<file path="src/rtl/dwt_line_pairer.sv">
// Raster-to-line-pair adapter for a vertical 9/7 DWT: buffers each even line as
// fixed-point coefficients and emits {odd, even} coefficient pairs on the odd line.
module dwt_line_pairer #(
  parameter int unsigned PixelWidth   = 8,
  parameter int unsigned DataWidth    = 24,
  parameter int unsigned Point        = 16,
  parameter int unsigned MaxLineWidth = 32
) (
  input  logic                     clk_i,
  input  logic                     rst_ni,
  input  logic                     s_valid_i,
  output logic                     s_ready_o,
  input  logic                     s_sof_i,
  input  logic                     s_eol_i,
  input  logic [PixelWidth-1:0]    s_data_i,
  output logic                     m_valid_o,
  input  logic                     m_ready_i,
  output logic                     m_sof_o,
  output logic                     m_eol_o,
  output logic [2*DataWidth-1:0]   m_data_o,
  output logic                     err_o
);

  localparam int unsigned ColWidth   = (MaxLineWidth > 1) ? $clog2(MaxLineWidth) : 1;
  localparam int unsigned WidthWidth = $clog2(MaxLineWidth + 1);
  localparam int unsigned Shift      = Point - PixelWidth;
  localparam logic [ColWidth-1:0] LastCol = ColWidth'(MaxLineWidth - 1);

  typedef enum logic {
    EVEN = 1'b0,
    ODD  = 1'b1
  } state_e;

  state_e                  state_q, state_d;
  logic [ColWidth-1:0]     col_q, col_d;
  logic [WidthWidth-1:0]   width_q, width_d;
  logic                    pend_sof_q, pend_sof_d;
  logic                    err_q, err_d;
  logic                    run_q;
  logic                    m_valid_q, m_valid_d;
  logic                    m_sof_q, m_sof_d;
  logic                    m_eol_q, m_eol_d;
  logic [2*DataWidth-1:0]  m_data_q, m_data_d;

  logic [DataWidth-1:0]    line_buf [MaxLineWidth];
  logic                    buf_we;
  logic [ColWidth-1:0]     buf_idx;
  logic [ColWidth-1:0]     wr_idx;
  logic                    at_end;
  logic                    accept;

  // Level shift: flipping the MSB of an unsigned pixel yields pixel - 2^(PixelWidth-1).
  logic signed [PixelWidth-1:0] centred;
  logic signed [DataWidth-1:0]  coeff;

  assign centred = {~s_data_i[PixelWidth-1], s_data_i[PixelWidth-2:0]};
  assign coeff   = DataWidth'(centred) <<< Shift;

  // run_q keeps the input closed while in reset and for the first cycle after it.
  assign s_ready_o = run_q & ((state_q == EVEN) | ~m_valid_q | m_ready_i);
  assign accept    = s_valid_i & s_ready_o;

  // Next-state and output-register logic
  always_comb begin
    state_d    = state_q;
    col_d      = col_q;
    width_d    = width_q;
    pend_sof_d = pend_sof_q;
    err_d      = err_q;
    m_valid_d  = m_valid_q;
    m_sof_d    = m_sof_q;
    m_eol_d    = m_eol_q;
    m_data_d   = m_data_q;
    buf_we     = 1'b0;
    buf_idx    = col_q;
    wr_idx     = col_q;
    at_end     = 1'b0;

    if (m_valid_q && m_ready_i) begin
      m_valid_d = 1'b0;
    end

    unique case (state_q)
      EVEN: begin
        if (accept) begin
          // A mid-line start of frame restarts the line at column 0.
          wr_idx  = (s_sof_i && (col_q != '0)) ? '0 : col_q;
          buf_we  = 1'b1;
          buf_idx = wr_idx;
          if (s_sof_i) begin
            pend_sof_d = 1'b1;
            if (col_q != '0) begin
              err_d = 1'b1;
            end
          end
          if (s_eol_i || (wr_idx == LastCol)) begin
            width_d = WidthWidth'(wr_idx) + WidthWidth'(1);
            col_d   = '0;
            state_d = ODD;
            if (!s_eol_i) begin
              err_d = 1'b1;
            end
          end else begin
            col_d = wr_idx + ColWidth'(1);
          end
        end
      end

      ODD: begin
        if (accept) begin
          if (s_sof_i) begin
            // Unexpected frame start: abandon the pair, beat opens a new even line.
            err_d      = 1'b1;
            buf_we     = 1'b1;
            buf_idx    = '0;
            pend_sof_d = 1'b1;
            if (s_eol_i) begin
              width_d = WidthWidth'(1);
              col_d   = '0;
              state_d = ODD;
            end else begin
              col_d   = ColWidth'(1);
              state_d = EVEN;
            end
          end else begin
            at_end     = (WidthWidth'(col_q) + WidthWidth'(1)) == width_q;
            m_valid_d  = 1'b1;
            m_data_d   = {coeff, line_buf[col_q]};
            m_sof_d    = pend_sof_q;
            pend_sof_d = 1'b0;
            m_eol_d    = s_eol_i | at_end;
            if (s_eol_i != at_end) begin
              err_d = 1'b1;
            end
            if (s_eol_i || at_end) begin
              col_d   = '0;
              state_d = EVEN;
            end else begin
              col_d = col_q + ColWidth'(1);
            end
          end
        end
      end

      default: state_d = EVEN;
    endcase
  end

  // State and output registers
  always_ff @(posedge clk_i or negedge rst_ni) begin
    if (!rst_ni) begin
      state_q    <= EVEN;
      col_q      <= '0;
      width_q    <= '0;
      pend_sof_q <= 1'b0;
      err_q      <= 1'b0;
      run_q      <= 1'b0;
      m_valid_q  <= 1'b0;
      m_sof_q    <= 1'b0;
      m_eol_q    <= 1'b0;
      m_data_q   <= '0;
    end else begin
      state_q    <= state_d;
      col_q      <= col_d;
      width_q    <= width_d;
      pend_sof_q <= pend_sof_d;
      err_q      <= err_d;
      run_q      <= 1'b1;
      m_valid_q  <= m_valid_d;
      m_sof_q    <= m_sof_d;
      m_eol_q    <= m_eol_d;
      m_data_q   <= m_data_d;
    end
  end

  // Even-line storage; only read at columns written by the current even line.
  always_ff @(posedge clk_i) begin
    if (buf_we) begin
      line_buf[buf_idx] <= coeff;
    end
  end

  assign m_valid_o = m_valid_q;
  assign m_sof_o   = m_sof_q;
  assign m_eol_o   = m_eol_q;
  assign m_data_o  = m_data_q;
  assign err_o     = err_q;

endmodule

</file>
<file path="config.mk">
export PLATFORM = sky130hd
export DESIGN_NAME = dwt_line_pairer
export DESIGN_NICKNAME = d
export VERILOG_FILES = /design/src/rtl/dwt_line_pairer.sv
export SDC_FILE = /design/constraint.sdc
export NUM_CORES = 1
export LEC_CHECK = 0
export CAP_MARGIN = 15
export CORE_ASPECT_RATIO = 1.25
export CORE_MARGIN = 10
export CORE_UTILIZATION = 48
export CTS_CLUSTER_DIAMETER = 120
export DETAILED_ROUTE_END_ITERATION = 7
export DONT_BUFFER_PORTS = 1
export PLACE_DENSITY_LB_ADDON = 0.05
export REMOVE_ABC_BUFFERS = 1
export SETUP_SLACK_MARGIN = 0.2
export SLEW_MARGIN = 10
export SYNTH_ARGS = -nofsm -noshare
export SYNTH_HDL_FRONTEND = slang
export SYNTH_SLANG_ARGS = --single-unit
</file>
<file path="constraint.sdc">
create_clock -name clk_i -period 3.7 [get_ports clk_i]
set_input_delay 0.37 -clock clk_i [delete_from_list [all_inputs] [get_ports clk_i]]
set_output_delay 0.37 -clock clk_i [all_outputs]
set_load 0.005 [all_outputs]
</file>
==> results.py <==
metrics = {
    "run_status": {
        "status": "finished clean",
    },
    "floorplanning": {
        "die_h_um": 197,
        "fp.dieW_um": 162,
        "rows": 64,
        "ios": 67,
        "die-area_sq_mm": 0.0319,
        "core_area_sq_mm": 0.0247,
        "initial_core_util_pct": 48.9,
    },
    "clock_tree": {
        "htreeDepth": 1,
        "clk_latency_ns": 0.55,
        "holdBufCountCts": 11,
        "clock-root-buffer": "clkbuf_16",
        "cts_buffer_depth": 3,
        "cts.repair.resized": 0,
        "cts_buffers": 29,
        "clk_pin_slew_ns": 0.06,
        "post_cts_buffers": 0,
        "cts_tree": "yes",
        "clock-sinks": 290,
    },
    "setup_path": {
        "endpoint_kind": "flop",
        "reg2reg_from": "col_q[0]",
        "path_class": "flop to flop",
        "critPathMaxFanout": 7,
        "crit_arrival_ns": 3.40,
        "cp-start-kind": "flop",
        "rr_worst_depth": 13,
        "r2r_setup_slack_ns": 0.74,
        "crit_start": "col_q[0]",
        "cp.required_ns": 4.14,
    },
    "synth": {
        "syn_area_per_cell_sq_um": 16.9,
        "async_flop_share_pct": 11.7,
        "synth_warnings": 0,
        "synth_ff_type": "edfxtp_1",
        "yosysSeqAreaShare_pct": 70.8,
        "ys_types": 53,
        "synth_top_area_cell": "edfxtp_1",
        "synth_edf_count": 256,
        "synth.ff_latch_count": 290,
        "syn_area_sq_mm": 0.0121,
        "synth_top_cell_area_share_pct": 63.7,
        "synth.area.top_cells": "edfxtp_1 64%, dfrtp_1 7.1%, mux4_2 6.9%",
        "syn_inst": 716,
    },
    "placed_design": {
        "gp_congestion": 0.855,
        "port_buffers": 0,
        "place_hpwl_um": 17400,
    },
    "grt": {
        "grt_max_degree": 93,
        "grt_pass1_vias": 6516,
        "grt.total_usage_pct": 17.0,
        "antenna_found_initial": 0,
        "grt_pass1_wl_um": 41300,
        "grt-ovfl-total": 0,
    },
    "finish": {
        "final_common_cell": "edfxtp_1",
        "final_cell_mix": "256 x edfxtp_1, 54 x mux2i_1, 49 x nand2_1",
        "drive_above_1_share_pct": 20.5,
        "diodes": 0,
        "final_util_pct": 55.4,
        "finalNetCount": 767,
        "area_delta_synth_final_pct": 13.2,
    },
    "detailed_routing": {
        "ant_nets": 0,
        "viasPerCell": 5.68,
        "vias": 6245,
        "finalWirelength_um": 27300,
        "drt_iter0_drc": 404,
        "firstDrtPassIters": 5,
        "drcViolationCount": 0,
        "wl_per_cell_um": 24.8,
    },
    "sta": {
        "fin_crit_ns": 2.96,
        "max_freq_mhz": 338,
        "finalSetupViolCount": 0,
        "hold_violations": 0,
        "tightest_slew_ns": 1.06,
        "rsz0062_at_grt": "no",
        "holdWs_ns": 0.0223,
        "slew_headroom_pct": 29.4,
        "finalClockSkew_ns": 0.0159,
        "slew_viol_final": 0,
        "fin_crit_sh_pct": 80.0,
    },
    "min_path": {
        "hp-start": "s_sof_i",
        "hp-class": "input pin to flop",
        "min_path_cells": 2,
    },
    "pwr": {
        "p_int_mw": 6.10,
        "pwr-share-comb_pct": 12.4,
        "p_switching_mw": 1.93,
        "pwr-share-clk_pct": 40.3,
        "seq_power_share_pct": 47.3,
        "finalPower_mw": 8.04,
        "cellLeakagePower_nw": 4.76,
        "swShare_pct": 24.0,
        "vdd.ir_drop.worst_v": 0.000404,
        "power_density_mw_per_mm2": 588,
    },
    "run": {
        "maxCapViolations": 0,
    },
}
## cell families after synthesis
family | Yosys count | synth area share [%]
and+or+nand+nor | 142 | 5.34
buffers and inverters | 75 | 4.30
muxes | 100 | 12.6
other | 2 | 0.0622
xor gates and xnor gates | 10 | 0.726
AOI/OAI and AO/OA | 92 | 5.70
DFF | 290 | 70.8
adders and majority gates | 5 | 0.518
## synthesized netlist by cell type, drive strengths merged (2+ instances only)
| library cell | count |
|---|---|
| nor3 | 4 |
| o211ai | 3 |
| a22o | 7 |
| and2 | 3 |
| nand4 | 2 |
| o21ai | 10 |
| dfrtp | 34 |
| nand2 | 49 |
| a31oi | 7 |
| o22ai | 8 |
| clkbuf | 13 |
| conb | 2 |
| and3 | 2 |
| buf | 56 |
| or2 | 2 |
| a22oi | 14 |
| mux4 | 40 |
| inv | 6 |
| xnor2 | 4 |
| nor3b | 2 |
| ha | 5 |
| a211o | 2 |
| mux2i | 54 |
| a221oi | 5 |
| nor2b | 12 |
| o22a | 4 |
| o41ai | 7 |
| a211oi | 4 |
| mux2 | 6 |
| nand3 | 11 |
| nand2b | 6 |
| nor2 | 46 |
| o21a | 2 |
| edfxtp | 256 |
| a21oi | 15 |
| xor2 | 6 |
## routing by layer
metal  GRT usage (%)  vias up  wire length [um]
li1                -     2804                 -
met5               0        -                 0
met4            4.96        0               682
met3            2.40       39              1330
met1            21.8     3232             11000
met2            29.6      170             14200
## state kept, by name, indices dropped and copies added (netlist names)
signal,count
state_q,1
col_q,5
m_eol_o,1
width_q,6
line_buf,256
pend_sof_q,1
run_q,1
m_data_o,16
m_valid_o,1
m_sof_o,1
err_o,1
## worst max-delay path, cell delays in order (launching register included)
cell and delay, ns:
dfrtp_4 0.52, inv_1 0.14, ha_1 0.17, nand2b_1 0.06, o21ai_1 0.20, nand2_1 0.13, inv_1 0.10, ha_1 0.19
and4b_1 0.20, ha_1 0.20, nor2b_1 0.18, a21oi_1 0.13, nor2_1 0.27, mux2_2 0.37
## worst paths after layout
path / endpoint
worst max-delay path: width_q[2]
worst min-delay path: width_q[5]
worst max register to register: width_q[2]
worst min register to register: m_sof_o
max in group asynchronous: col_q[0]
min in group asynchronous: m_data_o[12]
## through the flow
step / setup WS, ns / std cells / setup TNS (ns) / cell area, sq um
after floorplan: -2.20 / 662 / -388.23 / 11600
after global placement: 0.786 / 1036 / 0 / 12400
after detailed placement: 0.710 / 1036 / 0 / 12400
after CTS: 0.698 / 1100 / 0 / 13700
after global routing: 0.468 / 1100 / 0 / 13700
final: 0.740 / 1100 / 0 / 13700
## power groups by stage
stage | combinational (mW) | sequential [mW] | clock, mW
floorplan | 0.592 | 3.95 | 0
global placement | 0.920 | 3.88 | 0
detailed placement | 0.925 | 3.88 | 0
CTS | 1.00 | 3.81 | 3.30
global route | 1.08 | 3.83 | 3.43
finish | 0.993 | 3.80 | 3.24
## area by class of cell
| type | instances | area (sq um) |
|---|---|---|
| clock buffers | 34 | 785 |
| well taps | 330 | 413 |
| multi-input cells | 366 | 3070 |
| inverters | 6 | 22.5 |
| fillers | 1981 | 11000 |
| repair buffers | 55 | 533 |
| clock inverters | 19 | 289 |
| flip-flops and latches | 290 | 8540 |
Note: power is estimated with default switching activity, not from simulation.
